## src/rtl/stepper_ctrl.sv

```systemverilog
// stepper_ctrl: converts geo/gps/QR commands into counted or continuous stepper coil phases.
// Define HALF_STEP_EN for the 8-entry half-step table; the default build uses wave-drive full steps.
module stepper_ctrl #(
    parameter int W        = 8,
    parameter int STEP_DIV = 50
) (
    input  logic         PWM,
    input  logic         RST_n,
    input  logic         EN,
    input  logic         start,
    input  logic         stop,
    input  logic         QR_in,
    input  logic [W-1:0] geo_in,
    input  logic [W-1:0] gps_in,
    output logic [3:0]   M_OUT,
    output logic         ro_motor,
    output logic         dir,
    output logic         busy,
    output logic         done
);
`ifdef HALF_STEP_EN
    localparam int PH_W = 3;
    localparam logic [3:0] TBL [8] = '{4'b1000, 4'b1100, 4'b0100, 4'b0110,
                                       4'b0010, 4'b0011, 4'b0001, 4'b1001};
`else
    localparam int PH_W = 2;
    localparam logic [3:0] TBL [4] = '{4'b1000, 4'b0100, 4'b0010, 4'b0001};
`endif
    localparam int PS_W = (STEP_DIV > 1) ? $clog2(STEP_DIV) : 1;
    localparam logic [PS_W-1:0] PS_LAST = PS_W'(STEP_DIV - 1);

    typedef enum logic [1:0] {IDLE, RUN, CONT} state_t;

    state_t          state, state_n;
    logic [PH_W-1:0] phase, phase_n;
    logic [PS_W-1:0] presc, presc_n;
    logic [W-2:0]    rem, rem_n;
    logic            dir_n, done_n;
    logic [W-2:0]    geo_mag, gps_mag;
    logic            gps_sign_unused;

    assign geo_mag         = geo_in[W-2:0];
    assign gps_mag         = gps_in[W-2:0];
    // Latitude always rotates clockwise, so its sign bit carries no meaning here.
    assign gps_sign_unused = gps_in[W-1];

    always_ff @(posedge PWM or negedge RST_n) begin
        if (!RST_n) begin
            state <= IDLE;
            phase <= '0;
            presc <= '0;
            rem   <= '0;
            dir   <= 1'b0;
            done  <= 1'b0;
        end else begin
            state <= state_n;
            phase <= phase_n;
            presc <= presc_n;
            rem   <= rem_n;
            dir   <= dir_n;
            done  <= done_n;
        end
    end

    always_comb begin
        state_n = state;
        phase_n = phase;
        presc_n = presc;
        rem_n   = rem;
        dir_n   = dir;
        done_n  = 1'b0;
        case (state)
            IDLE: begin
                if (start && !stop) begin
                    presc_n = '0;
                    dir_n   = 1'b1;
                    if (QR_in) begin
                        state_n = CONT;
                    end else if (geo_mag != '0) begin
                        state_n = RUN;
                        dir_n   = ~geo_in[W-1];
                        rem_n   = geo_mag;
                    end else if (gps_mag != '0) begin
                        state_n = RUN;
                        rem_n   = gps_mag;
                    end else begin
                        // Zero-magnitude command completes immediately without energising coils.
                        rem_n   = '0;
                        done_n  = 1'b1;
                    end
                end
            end
            RUN, CONT: begin
                if (stop) begin
                    state_n = IDLE;
                end else if (EN) begin
                    if (presc == PS_LAST) begin
                        presc_n = '0;
                        phase_n = dir ? phase + 1'b1 : phase - 1'b1;
                        if (state == RUN) begin
                            rem_n = rem - 1'b1;
                            if (rem == (W-1)'(1)) begin
                                state_n = IDLE;
                                done_n  = 1'b1;
                            end
                        end
                    end else begin
                        presc_n = presc + 1'b1;
                    end
                end
            end
            default: state_n = IDLE;
        endcase
    end

    assign busy     = (state != IDLE);
    assign ro_motor = busy & EN;
    assign M_OUT    = ro_motor ? TBL[phase] : 4'b0000;
endmodule
```

## config.mk

```make
export PLATFORM = sky130hd
export DESIGN_NAME = stepper_ctrl
export DESIGN_NICKNAME = d
export VERILOG_FILES = /design/src/rtl/stepper_ctrl.sv
export SDC_FILE = /design/constraint.sdc
export NUM_CORES = 1
export LEC_CHECK = 0
export CORE_UTILIZATION = 51
export CTS_BUF_LIST = sky130_fd_sc_hd__clkbuf_2 sky130_fd_sc_hd__clkbuf_4 sky130_fd_sc_hd__clkbuf_8
export DETAILED_ROUTE_END_ITERATION = 10
export HOLD_SLACK_MARGIN = 0.12
export PLACE_DENSITY = 0.81
export SYNTH_ARGS = -nofsm -noshare
export SYNTH_HDL_FRONTEND = slang
export SYNTH_SLANG_ARGS = --single-unit
```

## constraint.sdc

```tcl
create_clock -name PWM -period 2.2 [get_ports PWM]
set_input_delay 0.44 -clock PWM [delete_from_list [all_inputs] [get_ports PWM]]
set_output_delay 0.44 -clock PWM [all_outputs]
set_load 0.02 [all_outputs]
```

==> impl_metrics.json, run 1 <==
{
  "hold_violations": 0,
  "core_um2": 2318,
  "setup_ws_ns": 0.09500,
  "power.internal_w": 0.001042,
  "drtIter0Drc": 34,
  "finalNetCount": 221,
  "clock_sinks": 19,
  "cp-start-kind": "flop",
  "pwr-share-comb_pct": 59.4,
  "wire_per_inst_um": 15.24,
  "grt_pass1_wl_mm": 5.692,
  "tritoncts": "built",
  "critPathKind": "flop to output pin",
  "fin_crit_sh_pct": 95.68,
  "numCtsBuffers": 3,
  "pwr_density_cell_nw_per_um2": 1113,
  "worst_pin_slew_ns": 0.4135,
  "grt_max_degree": 20,
  "gp_congestion": 0.8397,
  "antenna_found_initial": 0,
  "final_core_util_pct": 73.88,
  "fin_crit_ns": 2.105,
  "rr_endpoint": "state[1]",
  "post_cts_resized": 7,
  "grt_pass1_vias": 1319,
  "synthCells": 151,
  "ys_types": 38,
  "clk_path_buf_depth": 2,
  "synth.most_common_cell": "dfrtp_1",
  "synth_area_leaders": "dfrtp_1 (36%), ha_1 (7.7%), o21ai_0 (5.0%)",
  "fin_skew_ns": 0.008049,
  "clk_latency_ns": 0.31,
  "avgViaCountPerCell": 6.037,
  "total_power_w": 0.001907,
  "r2r_cells": 5,
  "clkPwrFrac_pct": 10.0,
  "finalMaxSlewViolations": 0,
  "fmax_mhz": 475.1,
  "wirelength_mm": 3.322,
  "path_clk_slew_ns": 0.12,
  "required_ns": 1.76,
  "hold_buffers": 0,
  "die_w_um": 52.61,
  "fillers": 185,
  "whs_ns": 0.4483,
  "synth_top_cell_area_share_pct": 36.40,
  "power_frac_seq_pct": 30.6,
  "switching_share_pct": 45.37,
  "maxCapViolCount": 0,
  "ys_seq_area_share_pct": 36.40,
  "syn-num-nets": 181,
  "async_flop_share_pct": 100.0,
  "synth-seq-cells": 19,
  "diodes": 0,
  "r2r_start": "rem[3]",
  "overflow": 0,
  "fin_tns_setup_ns": 0,
  "synth_top_area_cell": "dfrtp_1",
  "num_vias": 1316,
  "switchingPower_w": 0.0008651,
  "area_delta_synth_final_pct": 31.13,
  "cts-htree-levels": 1,
  "worstPathMaxFanout": 5,
  "drtPass1Iterations": 4,
  "worst_setup_path_end_kind": "output pin",
  "die_h_um": 52.61,
  "placementRows": 17,
  "die-area_um2": 2768,
  "pin_count": 30,
  "setup_viol": 0,
  "synth_edf_count": 0,
  "ant_nets": 0,
  "drive_above_1_share_pct": 12.11,
  "grtUsageTotal_pct": 28.16,
  "syn_area_um2": 1306,
  "slew_headroom_pct": 72.24,
  "status": "finished, final reports clean",
  "pre_cts_ws_ns": -0.2845,
  "crit_arrival_ns": 1.66,
  "dpl.hpwl_mm": 2.597,
  "start_util_pct": 56.34,
  "cts-root-buf": "clkbuf_4",
  "cts_setup_buffers": 0,
  "syn_avg_cell_area_um2": 8.651,
  "rsz0062_at_grt": "no",
  "hold_class": "input pin to asynchronous set/reset pin",
  "synthTopCellsByCount": "dfrtp_1 (19), nand2_1 (14), o21ai_0 (13)",
  "timing.reg2reg.setup_slack_ns": 0.18,
  "vdd_drop_max_mv": 1.101,
  "io_buffers": 28,
  "yosysWarnings": 0,
  "p_leak_nw": 0.7818,
  "synthFlopType": "dfrtp_1",
  "drc": 0
}
==> power by group through the flow <==
stage               Combinational, W  Clock (W)  Sequential [W]
finish                       0.00113   0.000190        0.000584
global route                 0.00127   0.000204        0.000605
CTS                          0.00112   0.000194        0.000582
detailed placement           0.00113          0        0.000588
global placement             0.00109          0        0.000580
floorplan                   0.000699          0        0.000579
==> stage by stage <==
step	instances	area, um2
after floorplan	151	1306
after global placement	214	1702
after detailed placement	214	1702
after CTS	218	1724
after global routing	218	1713
final	218	1713
==> worst max-delay path, stage by stage, from the launching register on <==
cell and delay [ns]:
dfrtp_1 0.38, inv_1 0.06, ha_1 0.22, nor2b_2 0.19
and3_1 0.17, dlygate4sd2_1 0.32
==> cells in the final DEF (no fill, tap or decap), types with 8 or more instances in the layout <==
master / count
nand2_1: 14
o21ai_0: 13
dfrtp_1: 19
ha_1: 8
clkdlybuf4s50_1: 22
buf_4: 10
inv_1: 10
nor2_1: 12
==> cell type report <==
class | count | area [um2] | share of cell area [%]
multi-input combinational | 118 | 780.7 | 45.58
sequential | 19 | 475.5 | 27.76
timing repair buffer | 39 | 356.6 | 20.82
inverter | 10 | 37.54 | 2.191
tap | 28 | 35.03 | 2.045
clock buffer | 3 | 22.52 | 1.315
clock inverter | 1 | 5.005 | 0.2922
==> sequential cells by signal, indices dropped and copies added, names as in the netlist <==
name,cells
presc,6
done,1
rem,7
state,2
dir,1
phase,2
==> per-layer routing <==
layer	vias up	GRT usage, %	share of wire (%)
li1	640	-	-
met1	633	34.23	45
met2	36	48.73	50
met3	7	4.348	3.7
met5	-	0	0
met4	0	11.84	1.4
==> cells by family (layout without fill, tap and decap cells) <==
group / Yosys count / after routing / share of synthesized area [%]
adder cells (fa/ha/maj): 8 / 8 / 7.663
buffers and inverters: 14 / 53 / 4.023
AO/OA/AOI/OAI: 44 / 44 / 23.47
AND/OR/NAND/NOR: 63 / 63 / 26.44
flip-flops: 19 / 19 / 36.40
XOR/XNOR: 3 / 3 / 2.012
==> worst max-delay path by stage <==
stage	start	end	slack (ns)	depth (start not counted)
2_1_floorplan	state[0]	M_OUT[3]	0.06	4
3_3_place_gp	EN	M_OUT[3]	-0.22	4
3_5_place_dp	EN	M_OUT[3]	-0.28	4
4_1_cts	state[0]	M_OUT[3]	0.06	5
5_1_grt	state[1]	M_OUT[0]	0.007	5
6_report	state[0]	M_OUT[0]	0.1	5
No activity file was read; power rests on OpenSTA's default activity.
==> run 2: changes to the inputs <==
--- a/config.mk
+++ b/config.mk
@@ -5,6 +5,8 @@
 export SDC_FILE = /design/constraint.sdc
 export NUM_CORES = 1
 export LEC_CHECK = 0
+export CAP_MARGIN = 20
+export CORE_ASPECT_RATIO = 0.9
 export CORE_UTILIZATION = 51
 export CTS_BUF_LIST = sky130_fd_sc_hd__clkbuf_2 sky130_fd_sc_hd__clkbuf_4 sky130_fd_sc_hd__clkbuf_8
 export DETAILED_ROUTE_END_ITERATION = 10
==> run 2 against run 1 <==
  * Wire length decreased by 6.1%
  * Combinational power about the same
  * Worst setup slack worse by 0.0059 ns
  * Critical path type unchanged
  * Critical endpoint unchanged
  * Largest cell class unchanged
  * Highest routed layer unchanged
==> impl_metrics.json, run 2 (same netlist as run 1, synthesis figures left out) <==
{
  "status": "finished, final reports clean",
  "stdcell_count": 217,
  "dp_cells": 213,
  "wirelength_mm": 3.121,
  "required_ns": 1.76,
  "largest_reg_flops": 7,
  "drive_above_1_share_pct": 11.64,
  "setup_ws_ns": 0.08906,
  "vdd_drop_max_mv": 0.8740,
  "worstPathMaxFanout": 5,
  "wire_per_inst_um": 14.38,
  "hold_violations": 0,
  "r2r_start": "rem[3]",
  "grt_pass1_wl_mm": 5.278,
  "path_buf_inv": 2,
  "grt_max_degree": 20,
  "pin_count": 30,
  "slowest_delay_ns": 0.38,
  "gp_congestion": 0.8596,
  "fin_crit_sh_pct": 95.95,
  "overflow": 0,
  "grt_pass1_vias": 1166,
  "crit_start": "state[0]",
  "drtPass1Iterations": 6,
  "area_delta_synth_final_pct": 30.75,
  "slew_headroom_pct": 69.30,
  "die-area_um2": 2768,
  "avgViaCountPerCell": 5.963,
  "clk_path_buf_depth": 2,
  "timing.reg2reg.setup_slack_ns": 0.16,
  "clock_sinks": 19,
  "setup_viol": 0,
  "ant_nets": 0,
  "maxCapViolCount": 0,
  "drc": 0,
  "dpl.hpwl_mm": 2.424,
  "p_leak_nw": 0.7777,
  "clk_latency_ns": 0.31,
  "antenna_found_initial": 0,
  "fin_crit_ns": 2.111,
  "largest-register": "rem",
  "tritoncts": "built",
  "crit_slowest_cell": "dfrtp_1",
  "path_clk_slew_ns": 0.12,
  "drtIter0Drc": 58,
  "finalMaxSlewViolations": 0,
  "start_util_pct": 53.40,
  "fmax_mhz": 473.7,
  "io_buffers": 28,
  "worst_pin_slew_ns": 0.4574,
  "cts-htree-levels": 1,
  "pre_cts_ws_ns": -0.2423,
  "rsz0062_at_grt": "no",
  "grtUsageTotal_pct": 24.79,
  "cts-root-buf": "clkbuf_4",
  "largestRegisters": "rem: 7 flops, presc: 6 flops",
  "crit_family": "buffers and inverters",
  "numCtsBuffers": 3,
  "mostFrequentLayoutCell": "clkdlybuf4s50_1",
  "layout_common_cells": "clkdlybuf4s50_1 (22), dfrtp_1 (19), nand2_1 (14), o21ai_0 (13), nor2_1 (12)",
  "fin_skew_ns": 0.01297,
  "cts_setup_buffers": 0,
  "core_um2": 2446,
  "die_w_um": 55.35,
  "hold_class": "input pin to asynchronous set/reset pin",
  "placementRows": 17,
  "cp_cell_sequence": "inv_1, ha_1, nor2b_2, and3_1, dlygate4sd2_1",
  "die_h_um": 50.01,
  "crit_arrival_ns": 1.67,
  "num_vias": 1294,
  "finalNetCount": 220,
  "worst_setup_path_end_kind": "output pin",
  "pwr_density_cell_nw_per_um2": 1110,
  "cp-start-kind": "flop",
  "critPathKind": "flop to output pin",
  "diodes": 0
}
==> run 2: path summary, 6_finish.rpt <==
kind	end	cells after the start
min reg2reg	rem[1]	1
max in group asynchronous	rem[2]	2
min in group PWM	rem[1]	1
max	M_OUT[0]	5
min	presc[5]	2
max reg2reg	state[1]	5
==> run 2: worst reg2reg max path: cells and delay by family (launching register included) <==
family | cells | cell delay, ns
AND/OR/NAND/NOR | 3 | 1.27
AO/OA/AOI/OAI | 2 | 0.26
flip-flops | 1 | 0.45
==> run 2: final cells by class <==
cell class	count	area, um2
multi-input cells	118	780.7
fillers	198	738.2
flip-flops and latches	19	475.5
repair buffers	38	349.1
inverters	10	37.54
well taps	28	35.03
clock buffers	4	30.03
==> run 2: timing repair <==
action                                 CTS  global route
endpoints found under the hold margin    0             0
setup endpoints to repair                6             3
hold buffers                             0             0
resized for setup                        7             7
cloned                                   0             0
==> run 2: metrics by stage <==
| step | area [um2] | hold WS, ns | power, W | util, % | setup TNS [ns] |
|---|---|---|---|---|---|
| final | 1708 | 0.4466 | 0.001896 | 69.82 | 0 |
| after global routing | 1708 | 0.4700 | 0.002056 | 69.82 | 0 |
| after CTS | 1719 | 0.4542 | 0.001901 | 70.28 | 0 |
| after detailed placement | 1694 | 0.4844 | 0.001709 | 69.26 | -0.8538 |
| after global placement | 1694 | 0.4800 | 0.001658 | 69.26 | -0.7259 |
| after floorplan | 1306 | 0.1444 | 0.001279 | - | 0 |
==> run 2: metal layers <==
layer,track usage [%],vias up,part of all wire [%]
met5,0,-,0
met4,8.750,0,1.7
met3,6.562,7,5.5
met2,40.56,42,49
met1,31.67,605,44
li1,-,640,-
==> run 2: report_power, final <==
part	internal (W)	switching, W
Clock	0.0000831	0.000114
Sequential	0.000465	0.000113
Combinational	0.000509	0.000611
Total	0.00106	0.000838
==> run 3: changes to the inputs <==
--- a/config.mk
+++ b/config.mk
@@ -6,7 +6,7 @@
 export NUM_CORES = 1
 export LEC_CHECK = 0
 export CAP_MARGIN = 20
-export CORE_ASPECT_RATIO = 0.9
+export CORE_ASPECT_RATIO = 1.2
 export CORE_UTILIZATION = 51
 export CTS_BUF_LIST = sky130_fd_sc_hd__clkbuf_2 sky130_fd_sc_hd__clkbuf_4 sky130_fd_sc_hd__clkbuf_8
 export DETAILED_ROUTE_END_ITERATION = 10
==> run 3 against run 2 <==
  * Core utilization grew 2.6 points
  * Register-to-register slack better by 0.06 ns
  * Worst hold slack gained 0.0075 ns
  * Non-clock buffer count is 1 higher
  * Design area down 0.22%
==> impl_metrics.json, run 3 (same netlist as run 1, synthesis figures left out) <==
{
  "drive_above_1_share_pct": 11.58,
  "finalMaxSlewViolations": 0,
  "largest_reg_flops": 7,
  "critPathKind": "flop to output pin",
  "worst_pin_slew_ns": 0.5113,
  "cts-htree-levels": 1,
  "p_leak_nw": 0.7714,
  "die_w_um": 48.20,
  "avgViaCountPerCell": 5.792,
  "wl_met3_um": 74,
  "path_clk_slew_ns": 0.12,
  "setup_ws_ns": 0.1272,
  "hold_buffers": 0,
  "tritoncts": "built",
  "grt_pass1_wl_mm": 5.106,
  "layout_common_cells": "clkdlybuf4s50_1 (22), dfrtp_1 (19), nand2_1 (14), o21ai_0 (13), nor2_1 (12)",
  "wirelength_met1_mm": 1.352,
  "pin_count": 30,
  "worst_setup_path_end_kind": "output pin",
  "largest-register": "rem",
  "clock_sinks": 19,
  "fin_skew_ns": 0.009408,
  "diodes": 0,
  "largestRegisters": "rem: 7 flops, presc: 6 flops",
  "numCtsBuffers": 3,
  "fin_crit_ns": 2.073,
  "clk_latency_ns": 0.30,
  "drtIter0Drc": 30,
  "mostFrequentLayoutCell": "clkdlybuf4s50_1",
  "drc": 0,
  "worstPathMaxFanout": 3,
  "hold_class": "input pin to asynchronous set/reset pin",
  "total_power_w": 0.001832,
  "area_delta_synth_final_pct": 30.46,
  "die-area_um2": 2769,
  "clk_path_buf_depth": 2,
  "overflow": 0,
  "timing.reg2reg.setup_slack_ns": 0.22,
  "wire_per_inst_um": 13.81,
  "ant_nets": 0,
  "die_h_um": 57.44,
  "gp_congestion": 0.9498,
  "grt_pass1_vias": 1246,
  "vdd_drop_max_mv": 0.9429,
  "required_ns": 1.76,
  "hold_violations": 0,
  "status": "finished, final reports clean",
  "pre_cts_ws_ns": -0.2294,
  "cp-start-kind": "flop",
  "wirelength_mm": 3.052,
  "core_um2": 2354,
  "drtPass1Iterations": 4,
  "slew_headroom_pct": 65.68,
  "setup_viol": 0,
  "grt_max_degree": 20,
  "dpl.hpwl_mm": 2.413,
  "crit_arrival_ns": 1.63,
  "rsz0062_at_grt": "no",
  "fin_crit_sh_pct": 94.22,
  "num_vias": 1280,
  "antenna_found_initial": 0,
  "top_layer_used": "met4",
  "cts-root-buf": "clkbuf_4",
  "fmax_mhz": 482.4,
  "io_buffers": 28,
  "grtUsageTotal_pct": 25.29,
  "start_util_pct": 55.50,
  "finalNetCount": 221,
  "dr_wl_met2_mm": 1.557,
  "pwr_density_cell_nw_per_um2": 1075,
  "placementRows": 19,
  "maxCapViolCount": 0
}
[run 3: cell type report]
type	instances	area [um2]
Clock buffer	3	22.52
Clock inverter	1	7.507
Fill cell	175	649.4
Inverter	10	37.54
Multi-Input combinational cell	118	778.2
Sequential cell	19	475.5
Tap cell	31	38.79
Timing Repair Buffer	39	344.1
[run 3: critical path, stage by stage (launching register included)]
cell and delay (ns):
dfrtp_1 0.38, inv_1 0.09, ha_1 0.20, nor2b_1 0.14, nor3b_1 0.19, dlygate4sd2_1 0.35
[run 3: layer usage]
layer	track usage, %	up-vias
met5	0	-
met4	11.90	0
met3	1.899	6
met2	42.29	32
met1	31.31	600
li1	-	642
[run 3: worst paths after layout]
check	start	end	depth (start not counted)
setup / recovery	state[1]	M_OUT[3]	5
hold / removal	RST_n	presc[5]	2
setup reg to reg	rem[3]	state[1]	5
hold reg to reg	rem[1]	rem[1]	1
max in group asynchronous	RST_n	rem[6]	2
min in group PWM	rem[1]	rem[1]	1
[run 3: metrics by stage]
stage	util, %	TNS, ns	cells	hold WS [ns]	instance area [um2]
after detailed placement	71.93	-0.8314	217	0.4927	1693
after CTS	72.89	0	221	0.4655	1715
final	72.41	0	221	0.4541	1704
after global routing	72.41	0	221	0.4888	1704
after floorplan	-	0	151	0.1444	1306
after global placement	71.93	-0.6083	217	0.4771	1693
[run 3: what timing repair did]
item | 4_1_cts | 5_1_grt
endpoints found under the setup margin | 6 | 3
gates resized for setup | 6 | 6
setup buffers | 0 | 0
[run 3: report_power, final]
group | internal, W | switching, W
clock network | 0.0000692 | 0.000114
logic | 0.000472 | 0.000595
registers | 0.000465 | 0.000116
total | 0.00101 | 0.000825
